### src/rtl/sw_pkg.sv
// Shared types for the DE0 slide-switch debouncer.
//   NUM_SW     : number of slide switches handled (SW0..SW9)
//   sw_vec_t   : one bit per switch
//   hs_state_t : snapshot handshake state (IDLE: no snapshot, PEND: snapshot offered)
//   cnt_width  : stability-counter width for a given DB_CYCLES, never below 1 bit
package sw_pkg;

  localparam int unsigned NUM_SW = 10;

  typedef logic [NUM_SW-1:0] sw_vec_t;

  typedef enum logic {
    IDLE = 1'b0,
    PEND = 1'b1
  } hs_state_t;

  // Enough bits to hold 0..DB_CYCLES; a 1-cycle filter still needs one bit.
  function automatic int unsigned cnt_width(input int unsigned cycles);
    int unsigned w;
    w = $clog2(cycles + 1);
    return (w < 1) ? 1 : w;
  endfunction

endpackage

### src/rtl/sw_db_bit.sv
// One switch lane: 2-flop synchroniser, stability counter and debounced flop.
// Ports:
//   clk, n_reset : clock, asynchronous active-low reset
//   raw          : asynchronous switch input
//   db_nxt_c     : debounced value after the coming edge (combinational)
//   chg_c        : debounced value flips on the coming edge (combinational)
// The debounced level changes only after sync has differed from it for
// DB_CYCLES consecutive cycles; the new level is taken on the edge where the
// counter already holds DB_CYCLES-1.
module sw_db_bit
  import sw_pkg::*;
#(
  parameter int unsigned DB_CYCLES = 4
) (
  input  logic clk,
  input  logic n_reset,
  input  logic raw,
  output logic db_nxt_c,
  output logic chg_c
);

  localparam int unsigned CW = cnt_width(DB_CYCLES);
  localparam logic [CW-1:0] CNT_LAST = CW'(DB_CYCLES - 1);

  logic          sync_1;
  logic          sync_2;
  logic          db;
  logic [CW-1:0] cnt;
  logic [CW-1:0] cnt_nxt;

  // Metastability filter; only sync_2 is used downstream.
  always_ff @(posedge clk or negedge n_reset) begin
    if (!n_reset) begin
      sync_1 <= 1'b0;
      sync_2 <= 1'b0;
    end else begin
      sync_1 <= raw;
      sync_2 <= sync_1;
    end
  end

  // Stability count and acceptance of the new level.
  always_comb begin
    cnt_nxt  = '0;
    db_nxt_c = db;
    chg_c    = 1'b0;
    if (sync_2 != db) begin
      if (cnt == CNT_LAST) begin
        db_nxt_c = sync_2;
        chg_c    = 1'b1;
      end else begin
        cnt_nxt = cnt + CW'(1);
      end
    end
  end

  always_ff @(posedge clk or negedge n_reset) begin
    if (!n_reset) begin
      cnt <= '0;
      db  <= 1'b0;
    end else begin
      cnt <= cnt_nxt;
      db  <= db_nxt_c;
    end
  end

endmodule

### src/rtl/sw_debounce.sv
// Debounces the ten DE0 slide switches and offers snapshots of the debounced
// state to a downstream bit-serial stage through a valid/ready handshake.
// Ports:
//   clk, n_reset : clock, asynchronous active-low reset
//   SW           : raw asynchronous switches
//   sw_out       : debounced snapshot, held while sw_valid is high
//   sw_valid     : snapshot offered
//   sw_ready     : downstream accepts (transfer on sw_valid && sw_ready)
//   sw_rise/fall : one-cycle debounced edge pulses, only when SW_EDGE_EN is defined
// Changes that arrive while a snapshot is pending mark it dirty; on transfer a
// dirty snapshot is immediately replaced by the current debounced state so the
// downstream stage always ends up with the latest value.
module sw_debounce
  import sw_pkg::*;
#(
  parameter int unsigned DB_CYCLES = 4
) (
  input  logic    clk,
  input  logic    n_reset,
  input  sw_vec_t SW,
  output sw_vec_t sw_out,
  output logic    sw_valid,
  input  logic    sw_ready
`ifdef SW_EDGE_EN
  ,
  output sw_vec_t sw_rise,
  output sw_vec_t sw_fall
`endif
);

  sw_vec_t   db_nxt;
  sw_vec_t   chg;
  logic      any_chg;

  hs_state_t state;
  hs_state_t state_nxt;
  sw_vec_t   out_nxt;
  logic      valid_nxt;
  logic      dirty;
  logic      dirty_nxt;

  // Per-switch synchroniser and debounce lanes.
  for (genvar i = 0; i < int'(NUM_SW); i++) begin : g_bit
    sw_db_bit #(
      .DB_CYCLES(DB_CYCLES)
    ) u_bit (
      .clk     (clk),
      .n_reset (n_reset),
      .raw     (SW[i]),
      .db_nxt_c(db_nxt[i]),
      .chg_c   (chg[i])
    );
  end

  // Any number of simultaneous bit changes collapses into one snapshot event.
  assign any_chg = |chg;

  // Handshake state register and registered outputs.
  always_ff @(posedge clk or negedge n_reset) begin
    if (!n_reset) begin
      state    <= IDLE;
      sw_out   <= '0;
      sw_valid <= 1'b0;
      dirty    <= 1'b0;
    end else begin
      state    <= state_nxt;
      sw_out   <= out_nxt;
      sw_valid <= valid_nxt;
      dirty    <= dirty_nxt;
    end
  end

  // Next-state and output logic; sw_ready is only looked at in PEND.
  always_comb begin
    state_nxt = state;
    out_nxt   = sw_out;
    valid_nxt = sw_valid;
    dirty_nxt = dirty;
    case (state)
      IDLE: begin
        if (any_chg) begin
          out_nxt   = db_nxt;
          valid_nxt = 1'b1;
          dirty_nxt = 1'b0;
          state_nxt = PEND;
        end
      end
      PEND: begin
        if (sw_ready) begin
          if (dirty || any_chg) begin
            out_nxt   = db_nxt;
            dirty_nxt = 1'b0;
          end else begin
            valid_nxt = 1'b0;
            state_nxt = IDLE;
          end
        end else if (any_chg) begin
          dirty_nxt = 1'b1;
        end
      end
      default: begin
        state_nxt = IDLE;
        valid_nxt = 1'b0;
        dirty_nxt = 1'b0;
      end
    endcase
  end

`ifdef SW_EDGE_EN
  // Edge pulses coincide with the cycle the debounced bit takes its new level.
  always_ff @(posedge clk or negedge n_reset) begin
    if (!n_reset) begin
      sw_rise <= '0;
      sw_fall <= '0;
    end else begin
      sw_rise <= chg & db_nxt;
      sw_fall <= chg & ~db_nxt;
    end
  end
`endif

endmodule

### config.mk
export PLATFORM = sky130hd
export DESIGN_NAME = sw_debounce
export DESIGN_NICKNAME = d
export VERILOG_FILES = /design/src/rtl/sw_pkg.sv /design/src/rtl/sw_db_bit.sv /design/src/rtl/sw_debounce.sv
export SDC_FILE = /design/constraint.sdc
export NUM_CORES = 1
export LEC_CHECK = 0
export BUFFER_PORTS_ARGS = -buffer_cell sky130_fd_sc_hd__buf_2
export CAP_MARGIN = 20
export CELL_PAD_IN_SITES_DETAIL_PLACEMENT = 1
export CELL_PAD_IN_SITES_GLOBAL_PLACEMENT = 1
export CORE_MARGIN = 4
export CORE_UTILIZATION = 44
export DETAILED_ROUTE_END_ITERATION = 12
export MAX_ROUTING_LAYER = met4
export PLACE_DENSITY = 0.78
export SLEW_MARGIN = 10
export SYNTH_ARGS = -nofsm -noshare
export SYNTH_HDL_FRONTEND = slang
export SYNTH_SLANG_ARGS = --single-unit
### constraint.sdc
create_clock -name clk -period 2 [get_ports clk]
set_input_delay 0.2 -clock clk [delete_from_list [all_inputs] [get_ports clk]]
set_output_delay 0.2 -clock clk [all_outputs]
set_load 0.02 [all_outputs]
Yosys cells after proc, flatten, opt, wreduce, memory -nomap -nowiden
Cells that the tools add are included.
Widths: inputs -> output; s select.
{"block": "word_totals", "ff_bits": 73, "inputBits": 13, "out_inout_bits": 11, "wordCells": 162}
{"block": "classes", "add_sub_neg": 10, "n_eq_ne": 26, "mux": 76, "n_bitwise": 1, "reduce_logical": 5}
{"cell": "$mux 3", "count": 20}
{"cell": "$mux 1", "count": 49}
{"cell": "$add 3x1->3 const B", "count": 10}
{"cell": "$eq 3x2->1 const B", "count": 10}
{"cell": "$mux 10", "count": 3}
{"cell": "$pmux 10 s2", "count": 1}
{"cell": "$ne 1x1->1", "count": 10}
{"cell": "$reduce_or 10->1", "count": 1}
{"cell": "$reduce_and 3->1", "count": 3}
{"cell": "$ne 2x2->1 const B", "count": 3}
{"cell": "$pmux 1 s2", "count": 3}
{"cell": "$ne 3x2->1 const B", "count": 1}
{"cell": "$ne 3x3->1 const B", "count": 1}
{"cell": "$ne 2x1->1 const B", "count": 1}
{"cell": "$logic_or 1x1->1", "count": 1}
{"cell": "$not 1->1", "count": 1}

Longest topological paths before layout
Gate-level depths: netlist (run 1).
{"block": "depth", "ltp_word": 8, "mapped_depth": 6, "ltp_nobuf": 6}

Modules after synthesis
From an unflattened synthesis (run 1), not the netlist that was laid out.
{"block": "unflattened", "hier_cells": 225, "hier_area_um2": 3052.9}
{"module": "sw_db_bit", "instances": 10, "cells_per_inst": 14, "area_per_inst_um2": 222.7, "seq_area_each_um2": 150.1}
{"module": "sw_debounce", "instances": 1, "cells_per_inst": 85, "area_per_inst_um2": 825.8, "seq_area_each_um2": 325.3}

Worst setup path after synthesis (run 1)
OpenSTA, ideal clock, no wires.
{"block": "synth_timing", "path_type": "reg-to-reg", "start": "register g_bit[7].u_bit.cnt[0]", "end": "register sw_out[0]", "setup_time_ns": 0.125, "arrival_time_ns": 1.833, "t_required_ns": 1.875, "path_slack_ns": 0.042, "stages_incl_launch_ff": 7, "n_path_buf": 0, "period_less_slack_ns": 1.958, "path_cell_list": "dfrtp_1 ha_1 nor2b_1 nor2b_1 nor4_4 a32oi_4 mux2_4"}
{"block": "synth_between", "elab_chain_cells": 7, "elab_cells_between_ends": 8, "classes_between": "eq/ne (3); mux (2); reduce/logical (3)"}
{"item": "start, declared", "line_no": "sw_db_bit.sv:28", "source": "logic [CW-1:0] cnt;"}
{"item": "start signal, assigned", "line_no": "sw_db_bit.sv:62", "source": "cnt <= cnt_nxt;"}
{"item": "$eq 3x2->1 (*)", "line_no": "sw_db_bit.sv:48", "source": "if (cnt == CNT_LAST) begin"}
{"item": "$mux 1 (*)", "line_no": "sw_db_bit.sv:48"}
{"item": "$mux 1 (*)", "line_no": "sw_db_bit.sv:47", "source": "if (sync_2 != db) begin"}
{"item": "$reduce_or 10->1 (*)", "line_no": "sw_debounce.sv:56", "source": "assign any_chg = |chg;"}
{"item": "$logic_or 1x1->1", "line_no": "sw_debounce.sv:90", "source": "if (dirty || any_chg) begin"}
{"item": "$ne 2x1->1 (no source line)"}
{"item": "$reduce_and 3->1 (no source line) (*)"}
{"item": "end signal, assigned", "line_no": "sw_debounce.sv:67", "source": "sw_out <= out_nxt;"}
{"item": "end, declared", "line_no": "sw_debounce.sv:21", "source": "output sw_vec_t sw_out,"}
Every way passes the cells marked *; elsewhere a longest branch is shown, timed or not.
A chain may end at the register's enable or synchronous reset.

Worst setup path after layout (run 1)
{"block": "layout_timing", "start": "register g_bit[5].u_bit.cnt[0]", "end": "register sw_out[8]"}
{"block": "layout_between", "elab_chain_cells": 7, "elab_cells_between_ends": 8, "classes_between": "eq/ne (3); mux (2); reduce/logical (3)"}
{"item": "start, declared", "line_no": "sw_db_bit.sv:28"}
{"item": "start signal, assigned", "line_no": "sw_db_bit.sv:62"}
{"item": "$eq 3x2->1 (*)", "line_no": "sw_db_bit.sv:48"}
{"item": "$mux 1 (*)", "line_no": "sw_db_bit.sv:48"}
{"item": "$mux 1 (*)", "line_no": "sw_db_bit.sv:47"}
{"item": "$reduce_or 10->1 (*)", "line_no": "sw_debounce.sv:56"}
{"item": "$logic_or 1x1->1", "line_no": "sw_debounce.sv:90"}
{"item": "$ne 2x1->1 (no source line)"}
{"item": "$reduce_and 3->1 (no source line) (*)"}
Marks and branches as above.

==> results of run 1 <==
[what timing repair did]
| action | 4_1_cts | 5_1_grt |
|---|---|---|
| buffers inserted | 3 | 5 |
| resized for setup | 8 | 9 |
| hold buffers | 11 | 0 |
| setup endpoints to repair | 10 | 10 |
| pin swaps | 3 | 5 |
| endpoints found under the hold margin | 83 | 0 |
[sequential cells by signal, summed over array words and instances, names as in the netlist]
signal              cells
sw_valid                1
g_bit.u_bit.sync_1     10
g_bit.u_bit.cnt        30
dirty                   1
g_bit.u_bit.sync_2     10
g_bit.u_bit.db         10
sw_out                 10
state                   1
[layout make-up]
| cell class | count | area, um2 | area share |
|---|---|---|---|
| Inverter | 4 | 15.01 | 0.004184 |
| Multi-Input combinational cell | 104 | 1046 | 0.2915 |
| Timing Repair Buffer | 57 | 426.7 | 0.1189 |
| Sequential cell | 73 | 1827 | 0.5091 |
| Clock buffer | 11 | 151.4 | 0.04219 |
| Clock inverter | 4 | 28.78 | 0.008020 |
| Tap cell | 75 | 93.84 | 0.02615 |
[logic make-up after synthesis]
family	after synthesis	share of synthesized area
AO/OA/AOI/OAI	6	0.03317
XOR/XNOR	10	0.04025
adder cells (fa/ha/maj)	10	0.04423
buffers and inverters	5	0.006635
flip-flops	73	0.6457
multiplexers	21	0.09641
AND/OR/NAND/NOR	57	0.1336
[cells in the mapped netlist, drive strengths merged]
library cell / count / share of area
nor3: 10 / 0.018
nor2b: 15 / 0.033
ha: 10 / 0.044
nand2b: 3 / 0.0066
a21oi: 1 / 0.0018
nor3b: 19 / 0.050
a21o: 1 / 0.0027
nand2: 5 / 0.0066
nor2: 3 / 0.0040
dfrtp: 73 / 0.65
clkbuf: 1 / 0.0013
mux2i: 1 / 0.0035
o211a: 1 / 0.0035
mux2: 20 / 0.093
nor4: 2 / 0.015
inv: 4 / 0.0053
xnor2: 10 / 0.040
a32oi: 1 / 0.0097
o32ai: 2 / 0.015
[power by group through the flow]
stage	sequential [mW]	combinational [mW]	clock, mW
finish	2.17	2.13	1.04
global route	2.22	2.33	1.16
CTS	2.17	2.07	1.09
detailed placement	2.19	1.91	0
global placement	2.18	1.82	0
floorplan	2.25	1.24	0
[metal layers]
| layer | track usage | vias to the layer above | share of wire |
|---|---|---|---|
| met5 | - | - | 0 |
| met4 | 0.04533 | 0 | 0.014 |
| li1 | - | 764 | - |
| met2 | 0.2515 | 22 | 0.53 |
| met3 | 0.06585 | 7 | 0.044 |
| met1 | 0.1697 | 827 | 0.42 |
[final timing paths]
path,cells past startpoint,endpoint,slack (ns),start
worst min register to register,0,g_bit[9].u_bit.sync_2,0.35,g_bit[9].u_bit.sync_1
worst max register to register,7,sw_out[8],0.01,g_bit[5].u_bit.cnt[0]
worst max-delay path,7,sw_out[8],0.01,g_bit[5].u_bit.cnt[0]
worst min-delay path,3,state,0.20,sw_ready
min in group asynchronous,3,sw_out[6],0.41,n_reset
max in group asynchronous,3,state,1.30,n_reset
[metrics by stage]
stage	cell area [um2]	instances	power (mW)	hold WS, ns	setup WS, ns
after floorplan	2829	182	3.490	-0.09559	0.04155
after global placement	3159	294	3.999	0.2599	-0.03517
after detailed placement	3159	294	4.101	0.2613	-0.1108
after CTS	3516	323	5.332	0.1742	0.0004761
after global routing	3588	328	5.720	0.2029	-0.07078
final	3588	328	5.335	0.2008	0.01431
[cells in the final DEF (no fill, tap or decap), types with 5 or more instances in the layout]
cell type	instances
dfrtp_1	73
buf_2	23
buf_4	20
nor3b_1	19
clkbuf_8	11
dlygate4sd3_1	11
nor3_1	10
mux2_4	10
nor2b_1	9
ha_1	7
xnor2_1	6
nor2b_4	5
mux2_2	5
mux2_1	5
nand2_1	5
[worst max-delay path, delay by kind of cell, from the launching register on]
family | cells | cell delay (ns)
AO/OA/AOI/OAI | 1 | 0.18
adder cells (fa/ha/maj) | 1 | 0.19
buffers and inverters | 1 | 0.18
flip-flops | 1 | 0.39
multiplexers | 1 | 0.29
AND/OR/NAND/NOR | 3 | 0.64
==> impl_metrics.tcl, run 1 <==
set metrics [dict create \
    run_status "finished, final reports clean" \
    synthesis.nets 205 \
    cp_cell_sequence "ha_2 -> nor2b_4 -> nor2b_4 -> nor4_4 -> a32oi_4 -> buf_12 -> mux2_4" \
    dp.final_hpwl_mm 3.359 \
    period_minus_slack_ns 1.986 \
    antenna_left 0 \
    fillers 599 \
    core_mm2 0.006096 \
    initial_utilization 0.4641 \
    globalplace.congestion 0.6958 \
    cts_made_buffers 9 \
    antenna_cells 0 \
    drv_slew 0 \
    cts_max_path_buffers 2 \
    cp_slowest_cell "dfrtp_1" \
    path_clk_slew_ns 0.07 \
    fin_skew_ns 0.008302 \
    yosysSeqAreaShare 0.6457 \
    worstSetupEndpointType "flip-flop" \
    syn_to_final_growth_pct 26.85 \
    die_h_um 88.19 \
    peakVddDrop_uv 937.8 \
    cpMostUsedCell "nor2b_4" \
    p_leak_nw 1.679 \
    fp.dieW_um 88.19 \
    io_pins 24 \
    wirelength_mm 5.009 \
    grt_setup_unrepaired "true" \
    synth_seq_cells 73 \
    grt_pass1_vias 1811 \
    port_buffers 23 \
    p_seq_frac 0.407 \
    start_kind "flip-flop" \
    overflow 0 \
    fin_setup_tns_ns 0 \
    antenna_found_initial 0 \
    setup_viol 0 \
    power_switching_mw 1.723 \
    grt_max_degree 74 \
    num_vias 1620 \
    syn_avg_cell_area_um2 15.54 \
    combPwrFrac 0.399 \
    swShare 0.3230 \
    clockPowerShare 0.194 \
    final_util 0.5887 \
    layout.nets 272 \
    vias_per_cell 4.939 \
    cp.arrival_ns 2.22 \
    drive_gt1_frac 0.3794 \
    powerDensity_mw_per_mm2 1487 \
    p_int_mw 3.612 \
    cts_root_buf "clkbuf_8" \
    yosysWarnings 0 \
    drt_pre_antenna_iters 4 \
    maxCapViolCount 0 \
    path_class "flip-flop to flip-flop" \
    worstPathRequired_ns 2.23 \
    rows 28 \
    netlist_instances 182 \
    syn_area_mm2 0.002829 \
    hold_path.class "primary input to flip-flop" \
    insertion_delay_ns 0.34 \
    cts.sinks 73 \
    fin_crit_sh 0.9928 \
    drcViolationCount 0 \
    clock.fmax_ghz 0.5036 \
    critPathMaxStageDelay_ns 0.39 \
    synth_cell_type_count 25 \
    drtIter0Drc 38 \
    hold_violations 0 \
    grtUsageTotal 0.1533 \
    cts_tree "built" \
    post_drt_wl_per_cell_um 15.27 \
    dieArea_mm2 0.007777 \
    grt_pass1_wl_mm 8.597 \
    htreeDepth 3 \
    tightest_slew_ns 0.3723 \
    slew-limit-headroom 0.7500 \
    crit_fanout 7 \
]
No activity file was read; power rests on OpenSTA's default activity.
==> run 2, diff against run 1 <==
==> constraint.sdc (replaced) <==
create_clock -name clk -period 2 [get_ports clk]
set_input_delay 0 -clock clk [delete_from_list [all_inputs] [get_ports clk]]
set_output_delay 0 -clock clk [all_outputs]
set_load 0.02 [all_outputs]
==> run 2 against run 1 <==
Compared with the run above:
- total power up 8.7%
- routed wire length up 25%
- sequential power up 3%
- via count up 3.7%
- global-route usage up 2.1 points
- combinational power up 10%
- non-clock buffer count up 8
- largest power group is now combinational logic
- maximum frequency down 0.67%
==> impl_metrics.tcl, run 2 (synthesized netlist as in run 1, its figures left out) <==
set metrics [dict create \
    report.power.total_mw 5.801 \
    regArea_mm2 0.001827 \
    hold_path.class "primary input to async pin" \
    fin_setup_tns_ns 0 \
    io_pins 24 \
    run_status "finished, final reports clean" \
    cts.sinks 73 \
    regMostFlops "g_bit.u_bit.cnt" \
    cp.arrival_ns 2.24 \
    fillers 597 \
    core_mm2 0.006096 \
    final_common_cell "dfrtp_1" \
    dp.final_hpwl_mm 3.650 \
    tightest_slew_ns 0.6208 \
    drive_gt1_frac 0.4275 \
    insertion_delay_ns 0.36 \
    fin_skew_ns 0.01484 \
    critPathMaxStageDelay_ns 0.40 \
    dieArea_mm2 0.007777 \
    vias_per_cell 4.985 \
    setup_viol 0 \
    start_kind "flip-flop" \
    cp_slowest_cell "dfrtp_1" \
    initial_utilization 0.4641 \
    wirelength_mm 6.282 \
    final_util 0.6156 \
    htreeDepth 3 \
    cts_made_buffers 9 \
    maxCapViolCount 0 \
    antenna_cells 0 \
    fp.dieW_um 88.19 \
    dpl_worst_slack_ns -0.1545 \
    rows 28 \
    cp_cell_sequence "ha_2 -> nor2b_4 -> nor2b_4 -> nor4_4 -> a32oi_4 -> buf_12 -> mux2_4" \
    cts_root_buf "clkbuf_8" \
    grt_pass1_vias 1921 \
    path_class "flip-flop to flip-flop" \
    drt_pre_antenna_iters 6 \
    antenna_left 0 \
    period_minus_slack_ns 1.999 \
    num_vias 1680 \
    cpMostUsedCell "nor2b_4" \
    fin_crit_sh 0.9996 \
    setup_slack_ns 0.0008562 \
    hold_violations 0 \
    slew-limit-headroom 0.5861 \
    globalplace.congestion 0.7217 \
    path_clk_slew_ns 0.08 \
    largest_reg_flops 30 \
    grt_pass1_wl_mm 9.597 \
    p_leak_nw 1.744 \
    crit_fanout 7 \
    powerDensity_mw_per_mm2 1546 \
    peakVddDrop_uv 839.3 \
    grt_setup_unrepaired "true" \
    cts_tree "built" \
    antenna_found_initial 0 \
    final_cell_mix "dfrtp_1, buf_4, buf_2" \
    grtUsageTotal 0.1738 \
    cts_max_path_buffers 2 \
    post_drt_wl_per_cell_um 18.64 \
    clock.fmax_ghz 0.5002 \
    die_h_um 88.19 \
    layout.nets 280 \
    grt_max_degree 48 \
    drv_slew 0 \
    syn_to_final_growth_pct 32.64 \
    drcViolationCount 0 \
    multiInputGateArea_mm2 0.001121 \
    port_buffers 23 \
    overflow 0 \
    drtIter0Drc 40 \
    worstSetupEndpointType "flip-flop" \
    worstPathRequired_ns 2.24 \
]
==> run 2: changes by cell type in the layout (fill, tap and decap cells not counted) <==
| cell | previous run | this run |
|---|---|---|
| buf_4 | 20 | 27 |
| bufinv_16 | 0 | 1 |
| clkbuf_1 | 0 | 1 |
| clkinvlp_4 | 2 | 1 |
| dlygate4sd3_1 | 11 | 12 |
| ha_1 | 7 | 4 |
| ha_2 | 3 | 6 |
| nor2b_1 | 9 | 5 |
| nor2b_4 | 5 | 9 |
| xnor2_1 | 6 | 4 |
| xnor2_4 | 1 | 3 |
==> run 2: path summary, 6_finish.rpt <==
check                                      start  slack [ns]  cells past startpoint               endpoint
max                        g_bit[5].u_bit.cnt[0]      0.0009                      7              sw_out[3]
min                                      n_reset        0.19                      2  g_bit[4].u_bit.cnt[2]
max reg2reg                g_bit[5].u_bit.cnt[0]      0.0009                      7              sw_out[3]
min reg2reg                g_bit[2].u_bit.sync_1        0.35                      0  g_bit[2].u_bit.sync_2
max in group asynchronous                n_reset        1.14                      3  g_bit[7].u_bit.sync_1
min in group clk                           SW[5]        0.27                      2  g_bit[5].u_bit.sync_1
==> run 2: layout make-up <==
| class | count | area share |
|---|---|---|
| multi-input cells | 104 | 0.2988 |
| inverters | 4 | 0.004001 |
| flip-flops and latches | 73 | 0.4868 |
| clock buffers | 12 | 0.04135 |
| well taps | 75 | 0.02501 |
| repair buffers | 65 | 0.1304 |
| clock inverters | 4 | 0.01367 |
==> run 2: what timing repair did <==
item                       4_1_cts  5_1_grt
pin swaps                        5        6
setup buffers                    6        9
hold buffers                    12        0
gates resized for setup         12       20
setup endpoints to repair       10       10
hold endpoints to repair        37        0
==> run 2: critical path: cells and delay by family, from the launching register on <==
family	cells	cell delay [ns]
compound gates	1	0.20
fa+ha+maj	1	0.19
buf+inv	1	0.18
flops	1	0.40
mux	1	0.30
simple gates	3	0.63
==> run 2: through the flow <==
step	std cells	hold WS (ns)	cell area, um2
2_1_floorplan	182	-0.2956	2829
3_3_place_gp	294	0.06461	3159
3_5_place_dp	294	0.05263	3159
4_1_cts	328	0.2085	3592
5_1_grt	337	0.2452	3752
6_report	337	0.1909	3752
==> run 2: per-layer routing <==
metal / vias up / share of wire / GRT usage
li1: 780 / - / -
met1: 870 / 0.43 / 0.2049
met2: 22 / 0.53 / 0.2835
met3: 8 / 0.029 / 0.03293
met4: 0 / 0.016 / 0.08791
met5: - / 0 / -
==> run 2: power by group <==
part	switching, mW	internal [mW]	leakage, nW
registers	0.328	1.90	0.909
logic	1.02	1.33	0.732
clock network	0.580	0.646	0.103
total	1.93	3.87	1.74
